File: config.mk
export PLATFORM = sky130hd
export DESIGN_NAME = n64_poll_scheduler
export DESIGN_NICKNAME = d
export VERILOG_FILES = /design/src/rtl/n64_poll_scheduler.sv
export SDC_FILE = /design/constraint.sdc
export NUM_CORES = 1
export LEC_CHECK = 0
export ABC_AREA = 1
export BUFFER_PORTS_ARGS = -buffer_cell sky130_fd_sc_hd__buf_2
export CAP_MARGIN = 5
export CORE_MARGIN = 8
export CORE_UTILIZATION = 50
export DETAILED_ROUTE_END_ITERATION = 10
export GPL_TIMING_DRIVEN = 0
export HOLD_SLACK_MARGIN = 0.02
export PLACE_DENSITY = 0.68
export SYNTH_ARGS = -nofsm -noshare
export SYNTH_HDL_FRONTEND = slang
export SYNTH_SLANG_ARGS = --single-unit
export TNS_END_PERCENT = 5
File: constraint.sdc
create_clock -name clk -period 5.6 [get_ports clk]
set_input_delay 1.12 -clock clk [delete_from_list [all_inputs] [get_ports clk]]
set_output_delay 1.12 -clock clk [all_outputs]
set_load 0.005 [all_outputs]
File: src/rtl/n64_poll_scheduler.sv
// ---------------------------------------------------------------------------
// n64_poll_scheduler
//
// Purpose:
//   Sequences the N64 controller data line. It drives the single-byte
//   command writer and arms the response receiver. After reset it waits one
//   full poll period so the line can settle, then sends identify (0x00).
//   Once a standard controller answers, it sends a poll command (0x01) once
//   per poll period and publishes the latest button/stick word. A controller
//   that misses MAX_MISSES polls in a row is marked absent, and identify
//   starts again.
//
// Ports:
//   clk                 in   1   system clock (100 MHz nominal)
//   reset               in   1   asynchronous, active-high reset
//   cmd_byte            out  8   command byte presented to the writer
//   cmd_en              out  1   writer enable / latch request
//   writing_data        in   1   writer busy flag
//   rx_en               out  1   arms the receiver
//   rx_len              out  6   expected reply length (24 identify, 32 poll)
//   rx_valid            in   1   one-cycle pulse, reply complete
//   rx_word             in   32  reply bits, right-justified
//   buttons             out  32  last good poll reply
//   buttons_valid       out  1   one-cycle pulse when buttons updates
//   controller_present  out  1   link status
//   err_count           out  8   saturating count of failed transactions
// ---------------------------------------------------------------------------
module n64_poll_scheduler #(
  parameter int          POLL_PERIOD      = 1666667,
  parameter int          TX_START_TIMEOUT = 15,
  parameter int          RX_TIMEOUT       = 20000,
  parameter int          MAX_MISSES       = 3,
  parameter logic [15:0] ID_MATCH         = 16'h0500
) (
  input  logic        clk,
  input  logic        reset,
  output logic [7:0]  cmd_byte,
  output logic        cmd_en,
  input  logic        writing_data,
  output logic        rx_en,
  output logic [5:0]  rx_len,
  input  logic        rx_valid,
  input  logic [31:0] rx_word,
  output logic [31:0] buttons,
  output logic        buttons_valid,
  output logic        controller_present,
  output logic [7:0]  err_count
);

  localparam int TIMER_W = $clog2(POLL_PERIOD + 1);
  localparam int TX_W    = $clog2(TX_START_TIMEOUT + 1);
  localparam int RX_W    = $clog2(RX_TIMEOUT + 1);
  localparam int MISS_W  = $clog2(MAX_MISSES + 1);

  localparam logic [TIMER_W-1:0] TIMER_LAST = TIMER_W'(POLL_PERIOD - 1);
  localparam logic [TX_W-1:0]    TX_LAST    = TX_W'(TX_START_TIMEOUT - 1);
  localparam logic [RX_W-1:0]    RX_LAST    = RX_W'(RX_TIMEOUT - 1);
  localparam logic [MISS_W-1:0]  MISS_LAST  = MISS_W'(MAX_MISSES - 1);

  localparam logic [7:0] CMD_ID   = 8'h00;
  localparam logic [7:0] CMD_POLL = 8'h01;
  localparam logic [5:0] LEN_ID   = 6'd24;
  localparam logic [5:0] LEN_POLL = 6'd32;

  typedef enum logic [2:0] {
    RESET_WAIT,
    WAIT_TICK,
    ISSUE,
    WAIT_TX_DONE,
    WAIT_RX,
    CHECK,
    FAIL
  } state_e;

  state_e             state_q, state_d;
  logic [TIMER_W-1:0] timer_q, timer_d;
  logic [TX_W-1:0]    txCnt_q, txCnt_d;
  logic [RX_W-1:0]    rxCnt_q, rxCnt_d;
  logic [MISS_W-1:0]  miss_q, miss_d;
  logic               pollMode_q, pollMode_d;
  logic [7:0]         cmdByte_q, cmdByte_d;
  logic               cmdEn_q, cmdEn_d;
  logic               rxEn_q, rxEn_d;
  logic [5:0]         rxLen_q, rxLen_d;
  logic [31:0]        rxData_q, rxData_d;
  logic [31:0]        buttons_q, buttons_d;
  logic               buttonsValid_q, buttonsValid_d;
  logic               present_q, present_d;
  logic [7:0]         errCount_q, errCount_d;

  logic timerWrap;
  logic startCmd;

  assign timerWrap = (timer_q == TIMER_LAST);

  // State and datapath registers. The handshake outputs are registered, so
  // the asynchronous reset drops cmd_en and rx_en right away.
  always_ff @(posedge clk or posedge reset) begin
    if (reset) begin
      state_q        <= RESET_WAIT;
      timer_q        <= '0;
      txCnt_q        <= '0;
      rxCnt_q        <= '0;
      miss_q         <= '0;
      pollMode_q     <= 1'b0;
      cmdByte_q      <= CMD_ID;
      cmdEn_q        <= 1'b0;
      rxEn_q         <= 1'b0;
      rxLen_q        <= LEN_ID;
      rxData_q       <= '0;
      buttons_q      <= '0;
      buttonsValid_q <= 1'b0;
      present_q      <= 1'b0;
      errCount_q     <= '0;
    end else begin
      state_q        <= state_d;
      timer_q        <= timer_d;
      txCnt_q        <= txCnt_d;
      rxCnt_q        <= rxCnt_d;
      miss_q         <= miss_d;
      pollMode_q     <= pollMode_d;
      cmdByte_q      <= cmdByte_d;
      cmdEn_q        <= cmdEn_d;
      rxEn_q         <= rxEn_d;
      rxLen_q        <= rxLen_d;
      rxData_q       <= rxData_d;
      buttons_q      <= buttons_d;
      buttonsValid_q <= buttonsValid_d;
      present_q      <= present_d;
      errCount_q     <= errCount_d;
    end
  end

  // Next-state logic. The period timer runs freely in every state. A new
  // command can begin only when the timer wraps, so a transaction that runs
  // past its period slips to the following wrap.
  always_comb begin
    state_d        = state_q;
    timer_d        = timerWrap ? '0 : timer_q + TIMER_W'(1);
    txCnt_d        = txCnt_q;
    rxCnt_d        = rxCnt_q;
    miss_d         = miss_q;
    pollMode_d     = pollMode_q;
    cmdByte_d      = cmdByte_q;
    cmdEn_d        = cmdEn_q;
    rxEn_d         = rxEn_q;
    rxLen_d        = rxLen_q;
    rxData_d       = rxData_q;
    buttons_d      = buttons_q;
    buttonsValid_d = 1'b0;
    present_d      = present_q;
    errCount_d     = errCount_q;
    startCmd       = 1'b0;

    case (state_q)
      RESET_WAIT: begin
        startCmd = timerWrap;
      end

      WAIT_TICK: begin
        startCmd = timerWrap;
      end

      // cmd_en is low only on the entry cycle. It falls on the edge that
      // first sees the writer busy, so the writer cannot latch the byte a
      // second time when it finishes.
      ISSUE: begin
        if (!cmdEn_q) begin
          cmdEn_d = 1'b1;
        end else if (writing_data) begin
          cmdEn_d = 1'b0;
          state_d = WAIT_TX_DONE;
        end else if (txCnt_q == TX_LAST) begin
          cmdEn_d = 1'b0;
          state_d = FAIL;
        end else begin
          txCnt_d = txCnt_q + TX_W'(1);
        end
      end

      WAIT_TX_DONE: begin
        if (!writing_data) begin
          rxEn_d  = 1'b1;
          rxCnt_d = '0;
          state_d = WAIT_RX;
        end
      end

      // When a reply arrives on the same cycle the timeout expires, the
      // reply wins.
      WAIT_RX: begin
        if (rx_valid) begin
          rxEn_d   = 1'b0;
          rxData_d = rx_word;
          state_d  = CHECK;
        end else if (rxCnt_q == RX_LAST) begin
          rxEn_d  = 1'b0;
          state_d = FAIL;
        end else begin
          rxCnt_d = rxCnt_q + RX_W'(1);
        end
      end

      CHECK: begin
        if (pollMode_q) begin
          buttons_d      = rxData_q;
          buttonsValid_d = 1'b1;
          miss_d         = '0;
          state_d        = WAIT_TICK;
        end else if (rxData_q[23:8] == ID_MATCH) begin
          present_d = 1'b1;
          miss_d    = '0;
          state_d   = WAIT_TICK;
        end else begin
          state_d = FAIL;
        end
      end

      // Only missed polls count toward dropping the link. A failed identify
      // simply waits for the next period and tries again.
      FAIL: begin
        if (errCount_q != 8'hFF) begin
          errCount_d = errCount_q + 8'd1;
        end
        if (pollMode_q) begin
          if (miss_q == MISS_LAST) begin
            present_d = 1'b0;
            miss_d    = '0;
          end else begin
            miss_d = miss_q + MISS_W'(1);
          end
        end
        state_d = WAIT_TICK;
      end

      default: begin
        state_d = RESET_WAIT;
      end
    endcase

    // Command selection on a timer wrap. Identify is sent until a
    // controller has answered correctly.
    if (startCmd) begin
      state_d    = ISSUE;
      pollMode_d = present_q;
      cmdByte_d  = present_q ? CMD_POLL : CMD_ID;
      rxLen_d    = present_q ? LEN_POLL : LEN_ID;
      txCnt_d    = '0;
    end
  end

  assign cmd_byte           = cmdByte_q;
  assign cmd_en             = cmdEn_q;
  assign rx_en              = rxEn_q;
  assign rx_len             = rxLen_q;
  assign buttons            = buttons_q;
  assign buttons_valid      = buttonsValid_q;
  assign controller_present = present_q;
  assign err_count          = errCount_q;

endmodule
==> flow_summary.ini <==
[setup_path]
worstSetupEndpointType = output port
path_class = reg2out
path_cells = buf_4, buf_2
crit_arrival_ns = 1.16
cpPeakStageDelay_ns = 0.56
worstSetupStartpointType = flop
crit_required_ns = 4.48
critical_path.slowest_cell = dfstp_2
rr_startpoint = rxCnt_q[0]$_DFFE_PP0P_
ff2ff_setup_slack_ns = 3.86
r2r_end = rxCnt_q[4]$_DFFE_PP0P_
reg2reg_depth = 9
cp_max_fo = 3

[timing]
drv_slew = 0
timing.final.crit_share_pct = 40.8
max_freq_ghz = 0.438
finalClockSkew_ns = 0.00678
worstMarginPinSlew_ns = 0.600
fin_tns_setup_ns = 0
slew_headroom_pct = 60.0
fin_crit_ns = 2.28
rsz0062_at_grt = no
setup_violations = 0
hold_viol = 0

[routing]
drcViolationCount = 0
ant_nets = 0
post_drt_wl_per_cell_um = 13.0
wl_um = 13500
routed_via_density = 4.94
drt_iter0_markers = 419
drtPass1Iterations = 9
via_count = 5146

[clock_tree]
clockBufferDepth = 2
numCtsBuffers = 17
cts_sinks = 123
cts_resized = 0
clk_latency_ns = 0.41
postCtsSetupBuffers = 0
holdBufCountCts = 0
cts_tree = built
cts_max_level = 4
cts.clk_slew.worst_paths_ns = 0.05
cts_root_buf = clkbuf_16

[global_routing]
grt-ovfl-total = 0
grt_usage_pct = 17.7
grt_max_degree = 66
grt_antenna_before_repair = 0
grt_pass1_vias = 5144
grt_pass1_wl_um = 23000

[placed_design]
hpwlAfterDp_um = 9910
io_buffer_count = 83
dpl_cell_area_um2 = 6740
gp_congestion = 0.875
dp.cells = 1009

[power_and_ir_drop]
power_report.internal_total_uw = 1710
p_sw_share_pct = 20.0
p_clk_share_pct = 55.0
leakagePower_uw = 0.00396
finalPower_uw = 2140
powerDensity_nw_per_um2 = 290
pwr-share-seq_pct = 42.4
combPwrFrac_pct = 2.6
power_switching_uw = 429
irDropWorstVdd_mv = 0.231

[synthesis]
synth_edf_count = 0
ys_seq_area_share_pct = 50.7
yosys-top-cells-count = nand2_1 (262), dfrtp_1 (122), nor2_1 (89)
synth_seq_cells = 123
synth_area_leaders = dfrtp_1 (50%), nand2_1 (16%), nor2_1 (5.5%), inv_1 (4.9%), o21ai_0 (4.2%)
avgSynthCellArea_um2 = 7.90
synth_largest_area_cell = dfrtp_1
synthFlopType = dfrtp_1
async_flop_share_pct = 100
synthDistinctLibCells = 37
yosys_warnings = 0
synthCells = 769
synth_top_area_share_pct = 50.3
synth_most_common_cell = nand2_1
synth_area_um2 = 6070

[min_path]
min_from = rxData_q[4]$_DFFE_PP0P_
hold_depth = 2
min-delay-path-class = reg2reg
hold-path-endpoint = rxData_q[4]$_DFFE_PP0P_

[floorplan]
ios = 94
row_count = 40
die_h_um = 126
die_area_um2 = 15900
core-area_um2 = 11900
die_w_um = 126
start_util_pct = 51.0

[layout]
fin_util_pct = 62.0
area_delta_synth_final_pct = 21.6
fin_area_um2 = 7380
fin_cells = 1041
layout-drive-gt1-share_pct = 18.8
antenna-diode-count = 0
nets = 923

[outcome]
status = finished, final reports clean

[flow_run]
maxCapViolCount = 0
cells in the final DEF (no fill, tap or decap), drive strengths merged:
master and instances:
nand2 268, dfrtp 122, buf 108, nor2 95, inv 84, o21ai 58
nand3 38, clkbuf 25, xor2 20, nand4 15, nor3 12, conb 10
clkinv 9, xnor2 6, ha 6, a21oi 5, bufinv 4, o22ai 2
or2 1, a31oi 1, nor3b 1, a31o 1, o21bai 1, clkinvlp 1
dfstp 1
state kept, by name, indices dropped and copies added (netlist names), 3 cells and up:
name and flops:
rxData_q 32, buttons 32, timer_q 21, state_q 3
rxCnt_q 15, err_count 8, txCnt_q 4
critical path: cells and delay by family, from the launching register on:
kind                   cells  cell delay, ns
flip-flops                 1            0.56
buffers and inverters      2            0.20
area by class of cell:
cell class | count | area, um2
buffer | 28 | 198
clock buffer | 21 | 480
clock inverter | 11 | 165
fill | 1074 | 4530
inverter | 87 | 339
multi-input combinational | 540 | 2500
sequential | 123 | 3080
tap | 147 | 184
timing repair buffer | 84 | 443
power groups by stage:
stage | Combinational, uW | Clock, uW | Sequential [uW]
after floorplan | 32.7 | 0 | 923
after global placement | 52.1 | 0 | 924
after detailed placement | 56.8 | 0 | 925
after CTS | 57.3 | 1200 | 909
after global routing | 65.5 | 1230 | 910
final | 55.5 | 1180 | 909
metrics by stage:
stage,setup slack (ns),hold slack (ns)
3_3_place_gp,-0.106,0.454
5_1_grt,3.27,0.482
4_1_cts,3.30,0.473
3_5_place_dp,3.30,0.459
2_1_floorplan,1.21,0.442
6_report,3.32,0.472
cell families (layout without fill, tap and decap cells):
kind of cell / after synthesis / after routing / share of synthesized area, %
buffers and inverters: 115 / 231 / 8.76
xor gates and xnor gates: 26 / 26 / 3.75
AOI/OAI and AO/OA: 68 / 68 / 6.26
other: 1 / 10 / 0.0617
adders and majority gates: 6 / 6 / 1.24
DFF: 123 / 123 / 50.7
and+or+nand+nor: 430 / 430 / 29.2
per-layer routing:
| metal | vias to the layer above | share of wire [%] | GRT usage, % |
|---|---|---|---|
| li1 | 2595 | - | - |
| met1 | 2404 | 44 | 21.3 |
| met2 | 134 | 48 | 29.1 |
| met3 | 13 | 6.7 | 6.20 |
| met4 | 0 | 0.92 | 5.73 |
| met5 | - | 0 | 0 |
worst max path at each step:
stage	from	end	slack, ns	cells after the start
global route	rx_len[4]$_DFFE_PP1P_	rx_len[4]	3.27	2
detailed placement	rx_valid	rxData_q[9]$_DFFE_PP0P_	3.30	7
CTS	rx_len[4]$_DFFE_PP1P_	rx_len[4]	3.30	2
floorplan	reset	buttons[0]$_DFFE_PP0P_	1.21	1
finish	rx_len[4]$_DFFE_PP1P_	rx_len[4]	3.32	2
global placement	reset	rxCnt_q[13]$_DFFE_PP0P_	-0.11	2
Power figures use the tool's default switching activity.
